File: config.mk
export PLATFORM = sky130hd
export DESIGN_NAME = decode_stage
export DESIGN_NICKNAME = d
export VERILOG_FILES = /design/src/rtl/decode_stage.sv
export SDC_FILE = /design/constraint.sdc
export NUM_CORES = 1
export LEC_CHECK = 0
export BUFFER_PORTS_ARGS = -buffer_cell sky130_fd_sc_hd__clkbuf_2
export CAP_MARGIN = 5
export CORE_ASPECT_RATIO = 1.25
export CORE_UTILIZATION = 54
export CTS_BUF_LIST = sky130_fd_sc_hd__clkbuf_2
export CTS_CLUSTER_SIZE = 10
export DETAILED_ROUTE_END_ITERATION = 8
export PLACE_DENSITY_LB_ADDON = 0.15
export SLEW_MARGIN = 20
export SYNTH_ARGS = -nofsm -noshare
export SYNTH_HDL_FRONTEND = slang
export SYNTH_SLANG_ARGS = --single-unit
File: constraint.sdc
create_clock -name i_clk -period 1.96 [get_ports i_clk]
set_input_delay 0.294 -clock i_clk [delete_from_list [all_inputs] [get_ports i_clk]]
set_output_delay 0.294 -clock i_clk [all_outputs]
set_load 0.02 [all_outputs]
File: src/rtl/decode_stage.sv
// decode_stage: registered instruction-decode stage with a two-entry skid
// buffer, flush, per-opcode immediate extension, PC pass-through and a
// count of decoded instructions handed downstream.
module decode_stage #(
   parameter int          XLEN          = 32,
   parameter logic [15:0] ZERO_EXT_MASK = 16'h0000,
   parameter int          COUNT_W       = 32
) (
   input  logic               i_clk,
   input  logic               i_reset_n,
   input  logic               i_flush,
   input  logic               i_in_valid,
   output logic               o_in_ready,
   input  logic [31:0]        i_in_instr,
   input  logic [XLEN-1:0]    i_in_pc,
   output logic               o_out_valid,
   input  logic               i_out_ready,
   output logic [3:0]         o_out_opcode,
   output logic [3:0]         o_out_fncode,
   output logic [4:0]         o_out_reg1,
   output logic [4:0]         o_out_reg2,
   output logic [5:0]         o_out_shamt,
   output logic [XLEN-1:0]    o_out_imm,
   output logic [XLEN-1:0]    o_out_pc,
   output logic [COUNT_W-1:0] o_decoded_count
);

   // decoded payload held in both the main and the skid register
   typedef struct packed {
      logic [3:0]      opcode;
      logic [3:0]      fncode;
      logic [4:0]      reg1;
      logic [4:0]      reg2;
      logic [5:0]      shamt;
      logic [XLEN-1:0] imm;
      logic [XLEN-1:0] pc;
   } dec_t;

   dec_t               r_main;
   dec_t               r_skid;
   logic               r_main_valid;
   logic               r_skid_valid;
   logic [COUNT_W-1:0] r_count;

   dec_t               w_dec;
   logic [15:0]        w_imm16;
   logic               w_in_xfer;
   logic               w_out_xfer;

   // ready depends only on skid occupancy, so out_ready never reaches in_ready
   assign w_in_xfer  = i_in_valid && !r_skid_valid;
   assign w_out_xfer = r_main_valid && i_out_ready;
   assign w_imm16    = i_in_instr[22:7];

   // decode the incoming word so storage only ever holds decoded fields
   always_comb begin
      w_dec        = '0;
      w_dec.opcode = i_in_instr[31:28];
      w_dec.fncode = i_in_instr[3:0];
      w_dec.reg1   = i_in_instr[27:23];
      w_dec.reg2   = i_in_instr[22:18];
      w_dec.shamt  = i_in_instr[17:12];
      w_dec.imm    = ZERO_EXT_MASK[i_in_instr[31:28]] ? XLEN'(w_imm16)
                                                      : XLEN'($signed(w_imm16));
      w_dec.pc     = i_in_pc;
   end

   // main/skid occupancy, payload capture and transfer counter
   always_ff @(posedge i_clk) begin
      if (!i_reset_n) begin
         r_main       <= '0;
         r_skid       <= '0;
         r_main_valid <= 1'b0;
         r_skid_valid <= 1'b0;
         r_count      <= '0;
      end else begin
         // a transfer seen in a flush cycle still happened downstream
         if (w_out_xfer)
            r_count <= r_count + COUNT_W'(1);
         if (i_flush) begin
            // payload left as-is; only the valid bits matter
            r_main_valid <= 1'b0;
            r_skid_valid <= 1'b0;
         end else if (!r_main_valid || w_out_xfer) begin
            if (r_skid_valid) begin
               r_main       <= r_skid;
               r_main_valid <= 1'b1;
               r_skid_valid <= w_in_xfer;
               if (w_in_xfer)
                  r_skid <= w_dec;
            end else if (w_in_xfer) begin
               r_main       <= w_dec;
               r_main_valid <= 1'b1;
            end else begin
               r_main_valid <= 1'b0;
            end
         end else if (w_in_xfer) begin
            // main is stalled; park the new instruction in the skid slot
            r_skid       <= w_dec;
            r_skid_valid <= 1'b1;
         end
      end
   end

   assign o_in_ready      = !r_skid_valid;
   assign o_out_valid     = r_main_valid;
   assign o_out_opcode    = r_main.opcode;
   assign o_out_fncode    = r_main.fncode;
   assign o_out_reg1      = r_main.reg1;
   assign o_out_reg2      = r_main.reg2;
   assign o_out_shamt     = r_main.shamt;
   assign o_out_imm       = r_main.imm;
   assign o_out_pc        = r_main.pc;
   assign o_decoded_count = r_count;

endmodule
# Yosys cells after proc, flatten, opt, wreduce, memory -nomap -nowiden
# Memories as Yosys holds them, arrays and structs flattened.
# Cells that the tools add are included.
classes:
  add_sub_neg: 1
  magnitude_cmp: 1
  n_eq_ne: 1
  mux: 12
  bitwise: 2
  reduce_logical: 10
ops:
  columns: ["cell", "count"]
  rows:
  - ["$mux W88", 5]
  - ["$add A32 B1 Y32 const B", 1]
  - ["$mux W32", 1]
  - ["$mux W1", 6]
  - ["$lt A4 B5 Y1 const B", 1]
  - ["$reduce_bool A2 Y1", 2]
  - ["$reduce_and A3 Y1", 1]
  - ["$logic_and A1 B1 Y1", 2]
  - ["$logic_not A1 Y1", 2]
  - ["$ne A2 B2 Y1 const B", 1]
  - ["$not A1 Y1", 2]
  - ["$reduce_and A2 Y1", 1]
  - ["$reduce_or A2 Y1", 1]
  - ["$logic_or A1 B1 Y1", 1]
totals:
  regBits: 210
  mem_bits_ro: 16
  in_bits: 69
  out_inout_bits: 122
  elab_cells: 45
  mem_count: 1
memory_table:
  columns: ["name", "depth", "word_bits", "read_ports", "rd_ports_with_merged_regs", "wr", "line", "text"]
  rows:
  - ["(no name shown)", 16, 1, 1, 0, 0, "63", "w_dec.imm = ZERO_EXT_MASK[i_in_instr[31:28]] ? XLEN'(w_imm16)"]

# Logic depth before layout (Yosys ltp)
# Gate-level depths: netlist of the first run.
logic_depth:
  depth_word: 6
  mapped_depth: 7
  ltp_nobuf: 5

# Worst setup path after synthesis of the first run
# No wires, ideal clock.
synth_timing:
  kind: "register -> register"
  from: "register r_count[3], in the netlist o_decoded_count[3]"
  to: "register r_count[29], in the netlist o_decoded_count[29]"
  setup_time_ns: 0.138
  arrival_ns: 1.853
  required_ns: 1.822
  slack_ns: -0.032
  path_stages_with_launch: 8
  n_path_buf: 3
  synth_period_minus_slack_ns: 1.992
  path_cell_list: "dfxtp_1 -> buf_2 -> nand4_1 -> or4_1 -> buf_4 -> buf_6 -> o311ai_4 -> o41ai_2"
synth_between:
  elab_chain_cells: 1
synth_lines:
  columns: ["item", "line", "text"]
  rows:
  - ["from (decl)", "43", "logic [COUNT_W-1:0] r_count;"]
  - ["from (signal assigned)", "79", "r_count <= r_count + COUNT_W'(1);"]
  - ["$add A32 B1 Y32", "79", null]
# No other way between the ends.
# A chain may end at the register's enable or synchronous reset.

# Worst setup path in the final report of the first run
layout_timing:
  from: "register r_count[6], in the netlist o_decoded_count[6]"
  to: "register r_count[25], in the netlist o_decoded_count[25]"
# Same word-level chain as after synthesis.

==> results of run 1 <==
-- power by group through the flow --
stage | registers (mW) | clock network (mW) | logic (mW)
after floorplan | 3.50 | 0 | 0.350
after global placement | 3.39 | 0 | 0.670
after detailed placement | 3.40 | 0 | 0.686
after CTS | 3.34 | 1.92 | 0.790
after global routing | 3.35 | 2.05 | 0.862
final | 3.34 | 1.87 | 0.797
-- sequential cells by signal (all words and copies together) (netlist names) --
signal / cells
o_out_opcode: 4
o_out_reg2: 4
r_skid_valid: 1
o_out_valid: 1
o_out_pc: 32
o_out_imm: 7
r_skid: 61
o_out_reg1: 5
o_decoded_count: 32
o_out_fncode: 4
o_out_shamt: 5
-- area by class of cell --
type,count,area (um^2)
flip-flops and latches,156,3140
fillers,915,3230
multi-input cells,503,3020
clock buffers,18,90.1
repair buffers,273,1850
clock inverters,14,170
well taps,161,201
inverters,8,32.5
-- cell usage in the layout (no fill, tap or decap), types with 2 or more instances in the layout --
cell / count
a21oi_1: 75
and4_1: 6
clkbuf_2: 205
nor2_1: 74
clkinv_4: 3
o31ai_1: 7
dlygate4sd3_1: 64
nor4_1: 3
inv_1: 7
clkinvlp_4: 3
mux2i_1: 63
nand4_1: 5
nor3_1: 3
buf_12: 7
a211oi_1: 61
inv_6: 2
or4_1: 8
nand3_2: 2
bufinv_16: 3
xnor2_1: 5
o21ai_0: 5
nand2_1: 136
dfxtp_2: 7
clkinv_2: 2
nand2b_1: 8
nand3_1: 10
buf_4: 14
dfxtp_1: 148
or3_1: 5
o311ai_1: 4
o41ai_2: 6
xor2_1: 6
-- final timing paths --
path,startpoint,slack [ps],depth (start not counted),to
worst max-delay path,o_decoded_count[6],90,5,o_decoded_count[25]
worst min-delay path,i_reset_n,160,3,o_decoded_count[22]
worst max register to register,o_decoded_count[6],90,5,o_decoded_count[25]
worst min register to register,r_skid[44],470,2,r_skid[44]
-- cell usage after synthesis, drive strengths merged --
master,count
nand2,136
buf,43
o41ai,6
xnor2,5
and4,6
nor4,4
o31ai,7
ha,1
nand3b,1
and2,1
nor3,4
or4,8
xor2,6
nand3,12
a21oi,75
nor2,74
dfxtp,156
or3,5
clkbuf,40
and3,1
o311ai,6
nand2b,8
mux2i,63
inv,8
or2b,1
and2b,1
nand4,6
o21ai,5
a211oi,61
-- kinds of logic (layout without fill, tap and decap cells) --
logic type	after synthesis	in the layout	share of synthesized area [%]
DFF	156	156	47.4
adders and majority gates	1	1	0.190
xor gates and xnor gates	11	11	1.46
and+or+nand+nor	268	268	18.0
muxes	63	63	9.58
buffers and inverters	91	313	6.99
AOI/OAI and AO/OA	160	160	16.4
-- worst max-delay path, delay by kind of cell, from the launching register on --
family / cells / cell delay (ps)
DFF: 1 / 430
buffers and inverters: 1 / 230
AOI/OAI and AO/OA: 2 / 440
and+or+nand+nor: 2 / 690
-- timing repair --
item                       in CTS  in global routing
hold endpoints to repair      127                  0
hold buffers                   64                  0
resized for setup               4                  6
cloned                          0                  1
setup endpoints to repair      20                  8
-- layer usage --
layer  wire, um  part of all wire, %
met5          0                    0
met1       6500                   40
met4        518                  3.2
met2       8460                   51
met3        954                  5.8
==> metrics, run 1 <==
die area=0.0126 mm^2; Setup Buffers After CTS=0; Pleak=roughly 3.3 nW; 1st-iter DRT viols=269; Yosys top cell area share=47.4%; clock tree sinks=156; post-synthesis sequential area ratio=~47%; Worst Slack Setup Final=89.6 ps; CTS Buffer Depth=2; Vias/cell=~5.4; period utilization=a little over nine tenths; Hold WC Path Type=input port to flip-flop; CP required=2560 ps; sw power=1.69 mW; Synthesized Nets=820; Netlist cell types=37; nets=1029; slowest cell delay on critical path=500 ps; global route overflow=0; final wirelength=16.4 mm; largest net degree at the start of global routing=95; # IOs=about 190; status=complete, no violations; Ys Warns=0; Syn Inst Count=between 700 and 800; met1 Use GR=28.4%; final worst path period need=1870 ps; crit path kind=flip-flop to flip-flop; Place WS=-1.56 ps; GR Util met3=6.99%; Max-slew headroom=about three fifths; PD cells=707 mW/mm^2; setup TNS=0 ps; top post-synthesis cells by area=dfxtp_1 (47%), mux2i_1 (9.6%), nand2_1 (7.8%), a211oi_1 (7.0%), a21oi_1 (5.7%); WL per Instance=14.5 um; final-report max-slew violation count=0; crit end category=flip-flop; design area=0.00850 mm^2; Final ANT Viol Nets=0; crit start category=flip-flop; core area=between 0.01 and 0.015 mm^2; mapped cell area=between 0.006 and 0.007 mm^2; via count=6130; non-filler cells, final=1133; Inserted Clock Buffers=17; syn avg cell area=roughly 8.8 um^2; gpl congestion=0.778; Starting Density=56.1%; Min Hold Slack=about 160 ps; Net Sw Frac=around 28%; CTS tree=yes; Total GRT Usage=26.2%; fmax=0.535 GHz; vias in the first global route=5885; drt first pass iters=5; count of final setup violators=0; met2 usage=46.5%; CTS root buffer=clkbuf_2; dpl cells=1036; die width=101 um; CTS H-tree depth=4; max cap viols=0; Worst VDD drop=between 0.5 and 0.6 mV; Seq cells post-synth=around 160; P&R area growth vs syn=29.1%; Crit path arrival time=between 2000 and 2500 ps; cells along the critical path=nand4_1, or4_1, buf_4, o311ai_1, o41ai_2; Core Rows=44; Core Util, Final=72.5%; Reg power frac=55.5%; number of port buffers=between 150 and 200; worst slew pin tran=612 ps; Clock power frac=~31%; Placed Area=roughly 0.0075 mm^2; post-DP HPWL=10.3 mm; Internal=4.32 mW; initial antenna violation count=0; Worst-path clk slew=230 ps; Residual DRC=0; share of cells above drive strength 1=27.1%; chip height=125 um; clk_lat worst skew=690 ps; RSZ-0062 raised after global routing=no; Synth area leader=dfxtp_1; logic gate share of total power=13.3%; slowest cell on the critical path=or4_1; Worst Path Max Fanout=19; GR peak layer=met2; Final Hold Fails=0; Inserted Diodes=0; first-pass GRT wire length=between 20 and 30 mm; Tot Pwr=6.01 mW; Clock Skews=around 36 ps
Power figures use the tool's default switching activity.
==> run 2: changes to the inputs <==
--- a/config.mk
+++ b/config.mk
@@ -5,6 +5,7 @@
 export SDC_FILE = /design/constraint.sdc
 export NUM_CORES = 1
 export LEC_CHECK = 0
+export ABC_CLOCK_PERIOD_IN_PS = 1800
 export BUFFER_PORTS_ARGS = -buffer_cell sky130_fd_sc_hd__clkbuf_2
 export CAP_MARGIN = 5
 export CORE_ASPECT_RATIO = 1.25
==> constraint.sdc (replaced) <==
create_clock -name i_clk -period 1.8 [get_ports i_clk]
set_input_delay 0.27 -clock i_clk [delete_from_list [all_inputs] [get_ports i_clk]]
set_output_delay 0.27 -clock i_clk [all_outputs]
set_load 0.02 [all_outputs]
==> metrics, run 2 (synthesis results as in run 1) <==
status=finished, violations left (was complete, no violations); violations in the final reports=negative setup slack; R2R Setup Slk=-20 ps (was 90 ps); Clock power frac=29.9% (was 31.2%); largest register by flop count=r_skid (unchanged); Starting Density=56.1% (unchanged); WL per Instance=15.0 um (was 14.5 um); fmax=0.550 GHz (was 0.535 GHz); max cap viols=0 (unchanged); Clock Skews=28.7 ps (was 36.0 ps); CTS Buffer Depth=2 (unchanged); Internal=4.62 mW (was 4.32 mW); # IOs=191 (unchanged); Worst Slack Setup Final=-16.8 ps (was 89.6 ps); crit path kind=flip-flop to flip-flop (unchanged); PD cells=722 mW/mm^2 (was 707 mW/mm^2); via count=6246 (was 6130); Place WS=-86.2 ps (was -1.56 ps); Inserted Clock Buffers=17 (unchanged); multi-input logic area=0.00313 mm^2 (was 0.00302 mm^2); die width=101 um (unchanged); chip height=125 um (unchanged); Worst-path clk slew=250 ps (was 230 ps); worst slew pin tran=495 ps (was 612 ps); 1st-iter DRT viols=348 (was 269); final wirelength=17.5 mm (was 16.4 mm); clk_lat worst skew=700 ps (was 690 ps); drt first pass iters=5 (unchanged); Final Hold Fails=0 (unchanged); Core Util, Final=76.8% (was 72.5%); core area=0.0117 mm^2 (unchanged); slowest cell delay on critical path=550 ps (was 500 ps); Hold WC Path Type=input port to flip-flop (unchanged); first-pass GRT wire length=27.2 mm (was 26.6 mm); nets=1062 (was 1029); reg-to-reg startpoint=o_decoded_count[7] (was o_decoded_count[6]); setup TNS=-22.4 ps (was 0 ps); clock tree sinks=156 (unchanged); CTS root buffer=clkbuf_2 (unchanged); RSZ-0062 raised after global routing=yes (was no); Reg power frac=55.9% (was 55.5%); final worst path period need=1820 ps (was 1870 ps); sw power=1.89 mW (was 1.69 mW); P&R area growth vs syn=36.8% (was 29.1%); slowest cell on the critical path=or4_4 (was or4_1); reg2reg end=o_decoded_count[27] (was o_decoded_count[25]); Placed Area=0.00773 mm^2 (was 0.00754 mm^2); Total GRT Usage=27.0% (was 26.2%); vias in the first global route=5867 (was 5885); CTS H-tree depth=4 (unchanged); largest net degree at the start of global routing=109 (was 95); Pleak=3.54 nW (was 3.27 nW); Worst VDD drop=0.538 mV (was 0.557 mV); number of port buffers=187 (unchanged); non-filler cells, final=1167 (was 1133); crit start category=flip-flop (unchanged); R2R depth=5 (unchanged); most frequent cells in the layout=clkbuf_2 (201), dfxtp_1 (140), nand2_1 (136) (was clkbuf_2 (205), dfxtp_1 (148), nand2_1 (136)); critical path buffer and inverter count=1 (unchanged); Stages on worst setup path=5 (unchanged); logic gate share of total power=14.2% (was 13.3%); dpl cells=1050 (was 1036); post-DP HPWL=10.6 mm (was 10.3 mm); Max-slew headroom=67.0% (was 59.2%); CP required=2390 ps (was 2560 ps); Residual DRC=0 (unchanged); crit end category=flip-flop (unchanged); initial antenna violation count=1 (was 0); CTS tree=yes (unchanged); count of final setup violators=2 (was 0); final-report max-slew violation count=0 (unchanged); period utilization=101% (was 95.4%); die area=0.0126 mm^2 (unchanged); Final ANT Viol Nets=0 (unchanged); Vias/cell=5.35 (was 5.41); # fillers=812 (was 915); Largest register FFs=61 (unchanged); commonest non-fill, non-tap cell in the layout=clkbuf_2 (unchanged); Worst Path Max Fanout=19 (unchanged); Hold Path Depth=4 (was 3); Hold Path Sink=r_skid[20] (was o_decoded_count[22]); CP top delay family=simple AND/OR/NAND/NOR gates (unchanged); hold path start=i_in_pc[20] (was i_reset_n); Crit path arrival time=2400 ps (was 2470 ps); global route overflow=0 (unchanged); gpl congestion=0.809 (was 0.778); cells along the critical path=nand4_1, or4_4, buf_12, o311ai_4, o41ai_4 (was nand4_1, or4_1, buf_4, o311ai_1, o41ai_2); Sequential Area=0.00315 mm^2 (was 0.00314 mm^2); Core Rows=44 (unchanged); share of cells above drive strength 1=32.0% (was 27.1%); Net Sw Frac=29.1% (was 28.1%); design area=0.00901 mm^2 (was 0.00850 mm^2)
==> run 2: changes by cell type in the layout (fill, tap and decap cells not counted), sizes merged, moves of 2 or more <==
cell and delta:
inv +3, bufbuf +2, clkinv -3, clkbuf -3
clkinvlp +2, buf +32
==> run 2: layout make-up <==
cell class                 count  share of cell area (%)
timing repair buffer         306                    24.9
inverter                       8                   0.361
multi-input combinational    503                    34.7
antenna                        1                  0.0278
sequential                   156                    35.0
clock inverter                15                    1.79
clock buffer                  17                   0.944
tap                          161                    2.24
==> run 2: worst min-delay path: cells and delay by family <==
family / cells / cell delay (ps)
compound gates: 1 / 50
simple gates: 1 / 50
buf+inv: 2 / 650
==> run 2: repair_timing <==
action	4_1_cts	5_1_grt
hold endpoints to repair	127	0
hold buffers	65	0
gates cloned	2	3
gates resized for setup	8	33
buffers inserted	1	13
pin swaps	1	6
setup endpoints to repair	27	72
==> run 2: metrics by stage <==
step,hold WS (ps),power [mW]
floorplan,406,4.19
global placement,441,4.45
CTS,238,6.52
global route,232,6.78
finish,308,6.51
detailed placement,446,4.47
==> run 2: how the worst max path moves through the flow <==
stage                   startpoint                   to  slack, ps
2_1_floorplan   o_decoded_count[3]  o_decoded_count[29]        -30
3_3_place_gp    o_decoded_count[7]  o_decoded_count[27]          9
3_5_place_dp           i_out_ready  o_decoded_count[27]        -90
4_1_cts               r_skid_valid           o_in_ready        -40
5_1_grt        o_decoded_count[10]  o_decoded_count[27]        -80
6_report        o_decoded_count[7]  o_decoded_count[27]        -20
==> run 2: metal layers <==
| layer | up-vias | GRT usage, % | part of all wire, % |
|---|---|---|---|
| met5 | - | 0 | 0 |
| met4 | 0 | 11.1 | 2.8 |
| met3 | 40 | 6.71 | 5.3 |
| met2 | 202 | 48.0 | 52 |
| met1 | 2929 | 30.4 | 40 |
| li1 | 3075 | - | - |
==> run 2: power groups by stage <==
stage	logic [mW]	registers [mW]	clock network, mW
CTS	0.889	3.64	1.99
global route	0.995	3.65	2.13
global placement	0.750	3.70	0
floorplan	0.381	3.81	0
finish	0.926	3.64	1.95
detailed placement	0.770	3.71	0
==> run 3: changes to the inputs <==
--- a/config.mk
+++ b/config.mk
@@ -14,6 +14,7 @@
 export CTS_CLUSTER_SIZE = 10
 export DETAILED_ROUTE_END_ITERATION = 8
 export PLACE_DENSITY_LB_ADDON = 0.15
+export RECOVER_POWER = 100
 export SLEW_MARGIN = 20
 export SYNTH_ARGS = -nofsm -noshare
 export SYNTH_HDL_FRONTEND = slang
==> metrics, run 3 (synthesis results as in run 1) <==
nets=1062 (unchanged); Net Sw Frac=29.1% (about the same); PD cells=724 mW/mm^2 (was 722 mW/mm^2); period utilization=101% (about the same); Max-slew headroom=67.0% (about the same); Reg power frac=55.8% (was 55.9%); R2R Setup Slk=-10 ps (was -20 ps); largest net degree at the start of global routing=109 (unchanged); commonest non-fill, non-tap cell in the layout=clkbuf_2 (unchanged); core area=0.0117 mm^2 (unchanged); Residual DRC=0 (unchanged); crit end category=flip-flop (unchanged); Total GRT Usage=27.0% (unchanged); status=finished, violations left (unchanged); Internal=4.62 mW (about the same); reg2reg end=o_decoded_count[27] (unchanged); vias in the first global route=5867 (unchanged); chip height=125 um (unchanged); reg-to-reg startpoint=o_decoded_count[7] (unchanged); global route overflow=0 (unchanged); Final ANT Viol Nets=0 (unchanged); Sequential Area=0.00315 mm^2 (about the same); logic gate share of total power=14.2% (about the same); Final Hold Fails=0 (unchanged); Core Rows=44 (unchanged); multi-input logic area=0.00312 mm^2 (was 0.00313 mm^2); clk_lat worst skew=700 ps (about the same); count of final setup violators=2 (unchanged); largest register by flop count=r_skid (unchanged); die width=101 um (unchanged); # fillers=815 (was 812); Worst-path clk slew=250 ps (about the same); Crit path arrival time=2400 ps (about the same); crit start category=flip-flop (unchanged); final wirelength=17.5 mm (about the same); Starting Density=56.1% (unchanged); 1st-iter DRT viols=321 (was 348); non-filler cells, final=1167 (unchanged); Crit. Startpoint=o_decoded_count[7] (unchanged); CTS H-tree depth=4 (unchanged); fmax=0.551 GHz (was 0.550 GHz); Placed Area=0.00773 mm^2 (unchanged); Largest register FFs=61 (unchanged); crit path kind=flip-flop to flip-flop (unchanged); drt first pass iters=5 (unchanged); final worst path period need=1810 ps (was 1820 ps); CTS Buffer Depth=2 (unchanged); CTS root buffer=clkbuf_2 (unchanged); Clock Skews=28.3 ps (was 28.7 ps); WL per Instance=15.0 um (about the same); initial antenna violation count=1 (unchanged); Worst Slack Setup Final=-14.5 ps (was -16.8 ps); max cap viols=0 (unchanged); design area=0.00899 mm^2 (was 0.00901 mm^2); first-pass GRT wire length=27.2 mm (unchanged); Inserted Clock Buffers=17 (unchanged); # IOs=191 (unchanged); Critical Path End=o_decoded_count[27] (unchanged); violations in the final reports=negative setup slack (unchanged); clock tree sinks=156 (unchanged); Hold WC Path Type=input port to flip-flop (unchanged); P&R area growth vs syn=36.6% (was 36.8%); Worst Path Max Fanout=19 (unchanged); gpl congestion=0.809 (unchanged); CP required=2390 ps (about the same); Tot Pwr=6.51 mW (about the same); Hold Path Depth=4 (unchanged); dpl cells=1050 (unchanged); CTS tree=yes (unchanged); Clock power frac=29.9% (about the same); number of port buffers=187 (unchanged); via count=6235 (was 6246); share of cells above drive strength 1=31.8% (was 32.0%); worst slew pin tran=495 ps (about the same); Worst VDD drop=0.538 mV (about the same); R2R depth=5 (unchanged); final-report max-slew violation count=0 (unchanged); RSZ-0062 raised after global routing=yes (unchanged); die area=0.0126 mm^2 (unchanged); Min Hold Slack=309 ps (was 308 ps); Vias/cell=5.34 (was 5.35); most frequent cells in the layout=clkbuf_2 (201), dfxtp_1 (141), nand2_1 (136) (was clkbuf_2 (201), dfxtp_1 (140), nand2_1 (136)); Pleak=3.54 nW (about the same); sw power=1.89 mW (about the same); post-DP HPWL=10.6 mm (unchanged)
run 3: worst max-delay path, stage by stage (launching register included):
cell and delay, ps:
dfxtp_4 410, nand4_1 110, or4_4 550, buf_12 180, o311ai_4 290, o41ai_4 150
run 3: timing repair:
item / 4_1_cts / 5_1_grt
hold endpoints to repair: 127 / 0
endpoints found under the setup margin: 27 / 72
hold buffers: 65 / 0
pin swaps: 1 / 6
gates resized for setup: 8 / 33
setup buffers: 1 / 13
gates cloned: 2 / 3
run 3: layout make-up:
type	count	area share, %
inverter	8	0.362
multi-input combinational	503	34.7
clock inverter	15	1.79
antenna	1	0.0278
clock buffer	17	0.946
tap	161	2.24
timing repair buffer	306	24.9
sequential	156	35.0
run 3: layer usage:
| layer | track usage, % | wire length, um | up-vias |
|---|---|---|---|
| met1 | 30.4 | 7040 | 2934 |
| li1 | - | - | 3072 |
| met4 | 11.1 | 479 | 0 |
| met3 | 6.71 | 872 | 38 |
| met5 | 0 | 0 | - |
| met2 | 48.0 | 9100 | 191 |
run 3: worst min-delay path by stage:
stage	from	to	slack, ps
6_report	i_in_pc[20]	r_skid[20]	310
4_1_cts	i_in_pc[16]	r_skid[16]	240
5_1_grt	i_in_pc[18]	r_skid[18]	230
3_5_place_dp	r_skid[79]	r_skid[79]	450
2_1_floorplan	i_in_pc[0]	r_skid[0]	410
3_3_place_gp	r_skid[10]	r_skid[10]	440
run 3: power by group through the flow:
| stage | sequential, mW | clock, mW | combinational, mW |
|---|---|---|---|
| after detailed placement | 3.71 | 0 | 0.770 |
| after global placement | 3.70 | 0 | 0.750 |
| after floorplan | 3.81 | 0 | 0.381 |
| final | 3.64 | 1.95 | 0.926 |
| after CTS | 3.64 | 1.99 | 0.889 |
| after global routing | 3.65 | 2.13 | 0.994 |
run 3: stage by stage:
| stage | setup TNS (ps) | worst slack (ps) | utilization [%] |
|---|---|---|---|
| 2_1_floorplan | -31.8 | -31.8 | - |
| 3_3_place_gp | 0 | 8.68 | 65.9 |
| 3_5_place_dp | -124 | -86.2 | 65.9 |
| 4_1_cts | -40.4 | -40.4 | 74.5 |
| 5_1_grt | -631 | -105 | 76.7 |
| 6_report | -19.1 | -14.5 | 76.7 |
